[src/rtl/fetch_front_ctrl.sv]
// Fetch front end: PC, imem handshake, one-entry fetch buffer, IF/ID register.
// Responds to PCWrite/IFID_Write/HazZero stalls and taken-branch redirects.
module fetch_front_ctrl #(
  parameter logic [31:0] RESET_PC  = 32'h0000_0000,
  parameter logic [31:0] NOP_INSTR = 32'h0000_0000
) (
  input  logic        clk,
  input  logic        rst_n,
  input  logic        PCWrite,
  input  logic        IFID_Write,
  input  logic        HazZero,
  input  logic        BranchTaken,
  input  logic [31:0] BranchTarget,
  output logic        imem_req,
  output logic [31:0] imem_addr,
  input  logic        imem_ack,
  input  logic [31:0] imem_rdata,
  output logic [31:0] PC,
  output logic [31:0] IFID_Instr,
  output logic [31:0] IFID_PCPlus4,
  output logic        IFID_Valid,
  output logic        IDEX_Bubble,
  output logic [15:0] StallCount
);

  typedef enum logic [1:0] {
    IDLE,
    FETCH,
    HOLD,
    DRAIN
  } state_t;

  state_t      state, state_d;
  logic [31:0] pc_d;
  logic [31:0] instr_d;
  logic [31:0] pc4_d;
  logic        valid_d;
  logic [31:0] fbuf, fbuf_d;
  logic [31:0] drain_addr, drain_addr_d;
  logic [15:0] stall_d;

  logic        advance;
  logic        redirect;
  logic        ack;
  logic [31:0] pc_plus4;
  logic [31:0] target;

  assign imem_req  = (state == FETCH) || (state == DRAIN);
  // DRAIN keeps the old address on the bus until the orphaned fetch returns
  assign imem_addr = (state == DRAIN) ? drain_addr : PC;

  assign advance  = PCWrite & IFID_Write;
  assign redirect = BranchTaken & PCWrite & (state != DRAIN);
  assign ack      = imem_ack & imem_req;
  assign pc_plus4 = PC + 32'd4;
  assign target   = BranchTarget & ~32'h3;

  always_comb begin
    state_d      = state;
    pc_d         = PC;
    instr_d      = IFID_Instr;
    pc4_d        = IFID_PCPlus4;
    valid_d      = IFID_Valid;
    fbuf_d       = fbuf;
    drain_addr_d = drain_addr;

    unique case (state)
      IDLE: begin
        state_d = FETCH;
      end
      FETCH: begin
        if (ack && advance) begin
          instr_d = imem_rdata;
          pc4_d   = pc_plus4;
          valid_d = 1'b1;
          pc_d    = pc_plus4;
        end else if (ack) begin
          fbuf_d  = imem_rdata;
          state_d = HOLD;
        end else if (advance) begin
          instr_d = NOP_INSTR;
          valid_d = 1'b0;
        end
      end
      HOLD: begin
        if (advance) begin
          instr_d = fbuf;
          pc4_d   = pc_plus4;
          valid_d = 1'b1;
          pc_d    = pc_plus4;
          fbuf_d  = NOP_INSTR;
          state_d = FETCH;
        end
      end
      DRAIN: begin
        if (advance) begin
          instr_d = NOP_INSTR;
          valid_d = 1'b0;
        end
        if (ack) begin
          state_d = FETCH;
        end
      end
    endcase

    // Redirect overrides whatever the fetch produced this cycle
    if (redirect) begin
      pc_d    = target;
      instr_d = NOP_INSTR;
      pc4_d   = 32'd0;
      valid_d = 1'b0;
      fbuf_d  = NOP_INSTR;
      if (state == FETCH && !ack) begin
        state_d      = DRAIN;
        drain_addr_d = PC;
      end else begin
        state_d = FETCH;
      end
    end
  end

  always_comb begin
    stall_d = StallCount;
    if (state != IDLE && !PCWrite && StallCount != 16'hFFFF) begin
      stall_d = StallCount + 16'd1;
    end
  end

  always_ff @(posedge clk or negedge rst_n) begin
    if (!rst_n) begin
      state        <= IDLE;
      PC           <= RESET_PC;
      IFID_Instr   <= NOP_INSTR;
      IFID_PCPlus4 <= 32'd0;
      IFID_Valid   <= 1'b0;
      IDEX_Bubble  <= 1'b0;
      StallCount   <= 16'd0;
      fbuf         <= NOP_INSTR;
      drain_addr   <= RESET_PC;
    end else begin
      state        <= state_d;
      PC           <= pc_d;
      IFID_Instr   <= instr_d;
      IFID_PCPlus4 <= pc4_d;
      IFID_Valid   <= valid_d;
      IDEX_Bubble  <= HazZero;
      StallCount   <= stall_d;
      fbuf         <= fbuf_d;
      drain_addr   <= drain_addr_d;
    end
  end

endmodule

[config.mk]
export PLATFORM = sky130hd
export DESIGN_NAME = fetch_front_ctrl
export DESIGN_NICKNAME = d
export VERILOG_FILES = /design/src/rtl/fetch_front_ctrl.sv
export SDC_FILE = /design/constraint.sdc
export NUM_CORES = 1
export LEC_CHECK = 0
export CAP_MARGIN = 20
export CORE_MARGIN = 3
export CORE_UTILIZATION = 53
export DETAILED_ROUTE_END_ITERATION = 16
export PLACE_DENSITY_LB_ADDON = 0.05
export SLEW_MARGIN = 20
export SYNTH_ARGS = -nofsm -noshare
export SYNTH_HDL_FRONTEND = slang
export SYNTH_SLANG_ARGS = --single-unit
[constraint.sdc]
create_clock -name clk -period 4.2 [get_ports clk]
set_input_delay 1.05 -clock clk [delete_from_list [all_inputs] [get_ports clk]]
set_output_delay 1.05 -clock clk [all_outputs]
set_load 0.05 [all_outputs]
==> impl_metrics.yaml <==
route:
  detail_route.wl_per_cell_um: 17.94
  totalWireLength_mm: 22.21
  viasPerCell: 5.690
  vias: 7044
  first_pass_iters: 5
  drcViolationCount: 0
  drtAntennaViolNets: 0
  drt_iter0_drc: 418
critical_path:
  reg2reg_depth: 5
  crit_arrival_ns: 2.94
  cp_max_fo: 18
  critPathLaunchType: "flip-flop"
  critPathKind: "flip-flop to output port"
  end_kind: "output port"
  worst_ep_required_time_ns: 3.15
yosys:
  yosys_warnings: 0
  synthFlopType: "dfrtp_1"
  synth-edff-count: 0
  ys_seq_area_frac: 0.5136
  async_reset_ff_frac: 1.000
  ys_ff_latch: 175
  synth_cell_type_count: 57
  syn-mean-instance-area_um2: 10.25
  syn_area_mm2: 0.008527
  postSynthCellCount: 832
cts:
  path_clk_slew_ns: 0.07
  cts_hold_buf: 0
  cts_max_path_buffers: 2
  clock_sinks: 175
  h-tree-depth: 4
  cts_setup_buffers: 0
  clk_latency_ns: 0.43
  cts-buffers-inserted: 17
  cts-resized-gates: 0
  clockRootBuffer: "clkbuf_16"
  cts_tree: "done"
global_routing:
  grt-ovfl-total: 0
  grt_usage: 0.2564
  grt_pass1_wl_mm: 36.77
  antenna_found_initial: 0
  grt_pass1_vias: 6856
  grt_start_max_net_pins: 64
timing:
  clock.fmax_mhz: 250.4
  setup_viol: 0
  finalHoldViolations: 0
  rsz0062_at_grt: "no"
  skew_ns: 0.009413
  min_period_ns: 3.994
  worst_pin_slew_ns: 0.8301
  relSlewSlack: 0.4466
  setup_tns_ns: 0
  period_share: 0.9509
  final_max_slew_viol_count: 0
die:
  rows: 45
  dieArea_mm2: 0.01765
  design.core.area_mm2: 0.01548
  die_w_um: 132.8
  die_h_um: 132.8
  ios: 218
  start_util: 0.5507
layout:
  syn2layout_area_growth_pct: 33.28
  diodes: 0
  layout.nets: 1087
  drive_above_1_share: 0.1266
  final_area_mm2: 0.01136
power_and_ir_drop:
  clkPwrFrac: 0.190
  switching_share: 0.4494
  seqPwrFrac: 0.328
  irDropWorstVdd_uv: 469.9
  p_leak_nw: 4.763
  intPower_mw: 4.724
  p_comb_frac: 0.482
  p_sw_mw: 3.855
  power_density_mw_per_mm2: 754.9
placement:
  post_dp_cell_area_mm2: 0.01076
  hpwl_mm: 14.94
  io_buffers: 211
  globalplace.congestion: 0.8073
job:
  max_cap_viol_count: 0
min_path:
  min_path_cells: 2
  hp-class: "flip-flop to flip-flop"
run_status:
  outcome: "completed"
## placed cells by master (no fill, tap or decap), types with 6 or more instances in the layout
master	instances
clkbuf_16	17
a221oi_1	11
nand2_1	158
o21ai_0	66
nor4_1	6
xor2_1	21
a22o_1	6
nor2_1	10
nand3_1	61
mux2i_1	22
a21oi_1	12
buf_4	18
mux2_2	61
a22oi_1	10
clkdlybuf4s50_1	210
nor3_1	9
and3_1	11
nand4_1	11
o31ai_1	16
dfrtp_1	175
xnor2_1	14
a221o_1	10
## Yosys cell counts, types with 12 or more instances
cell type,n,area share
nand2_1,158,0.070
nand3_1,62,0.036
o21ai_0,66,0.039
xnor2_1,14,0.014
buf_2,22,0.013
dfrtp_1,175,0.51
a21oi_1,13,0.0076
o31ai_1,16,0.014
xor2_1,21,0.022
clkbuf_1,33,0.015
and3_1,12,0.0088
mux2_2,61,0.081
mux2i_1,22,0.026
## through the flow
step	total power, mW	instances	hold slack (ns)	utilization	worst slack (ns)
CTS	8.632	1238	0.4657	0.7340	0.2016
finish	8.579	1238	0.4609	0.7340	0.2062
detailed placement	6.985	1206	0.4502	0.6947	0.6505
floorplan	5.605	835	0.4334	-	1.646
global placement	6.916	1206	0.4439	0.6947	0.6981
global route	9.004	1238	0.4854	0.7340	0.1055
## registers in the layout, summed over array words and instances, names as in the netlist
name / cells
PC: 30
StallCount: 16
drain_addr: 30
IFID_PCPlus4: 31
fbuf: 32
IFID_Instr: 32
state: 2
IDEX_Bubble: 1
IFID_Valid: 1
## layer usage
layer,part of all wire,up-vias,track usage,wire [µm]
li1,-,3333,-,-
met1,0.44,3461,0.3561,9797
met2,0.48,234,0.4091,10710
met3,0.067,16,0.06502,1481
met4,0.0097,0,0.05716,215
met5,0,-,0,0
## worst max-delay path, cell delays in order (launching register included)
cell and delay [ns]:
dfrtp_1 0.64, nand2_2 0.42, buf_4 0.37, mux2_2 0.26
clkdlybuf4s50_1 0.82
## area by class of cell
| cell class | instances | area (µm²) |
|---|---|---|
| flip-flops and latches | 175 | 4379 |
| clock inverters | 12 | 161.4 |
| clock buffers | 20 | 446.7 |
| repair buffers | 231 | 2288 |
| well taps | 211 | 264.0 |
| multi-input cells | 586 | 3814 |
| inverters | 3 | 11.26 |
| fillers | 1146 | 4119 |
## path summary, 6_finish.rpt
path / from / to / slack [ns]
min: fbuf[6] / fbuf[6] / 0.46
max in group asynchronous: rst_n / state[1] / 2.74
max reg2reg: state[0] / PC[11] / 1.61
min reg2reg: fbuf[6] / fbuf[6] / 0.46
min in group asynchronous: rst_n / StallCount[14] / 0.61
max: state[0] / imem_addr[24] / 0.21
## power groups by stage
stage	registers, mW	clock network, mW	logic, mW
after floorplan	3.68	0	1.92
after global placement	2.81	0	4.10
after detailed placement	2.83	0	4.15
after CTS	2.81	1.65	4.17
after global routing	2.91	1.72	4.37
final	2.81	1.63	4.14
## kinds of logic after synthesis
family,share of synthesized area
AND/OR/NAND/NOR,0.1670
flip-flops,0.5136
AO/OA/AOI/OAI,0.1299
multiplexers,0.1064
buffers and inverters,0.04387
XOR/XNOR,0.03595
adder cells (fa/ha/maj),0.002934
other,0.0004398
Note: power is estimated with default switching activity, not from simulation.
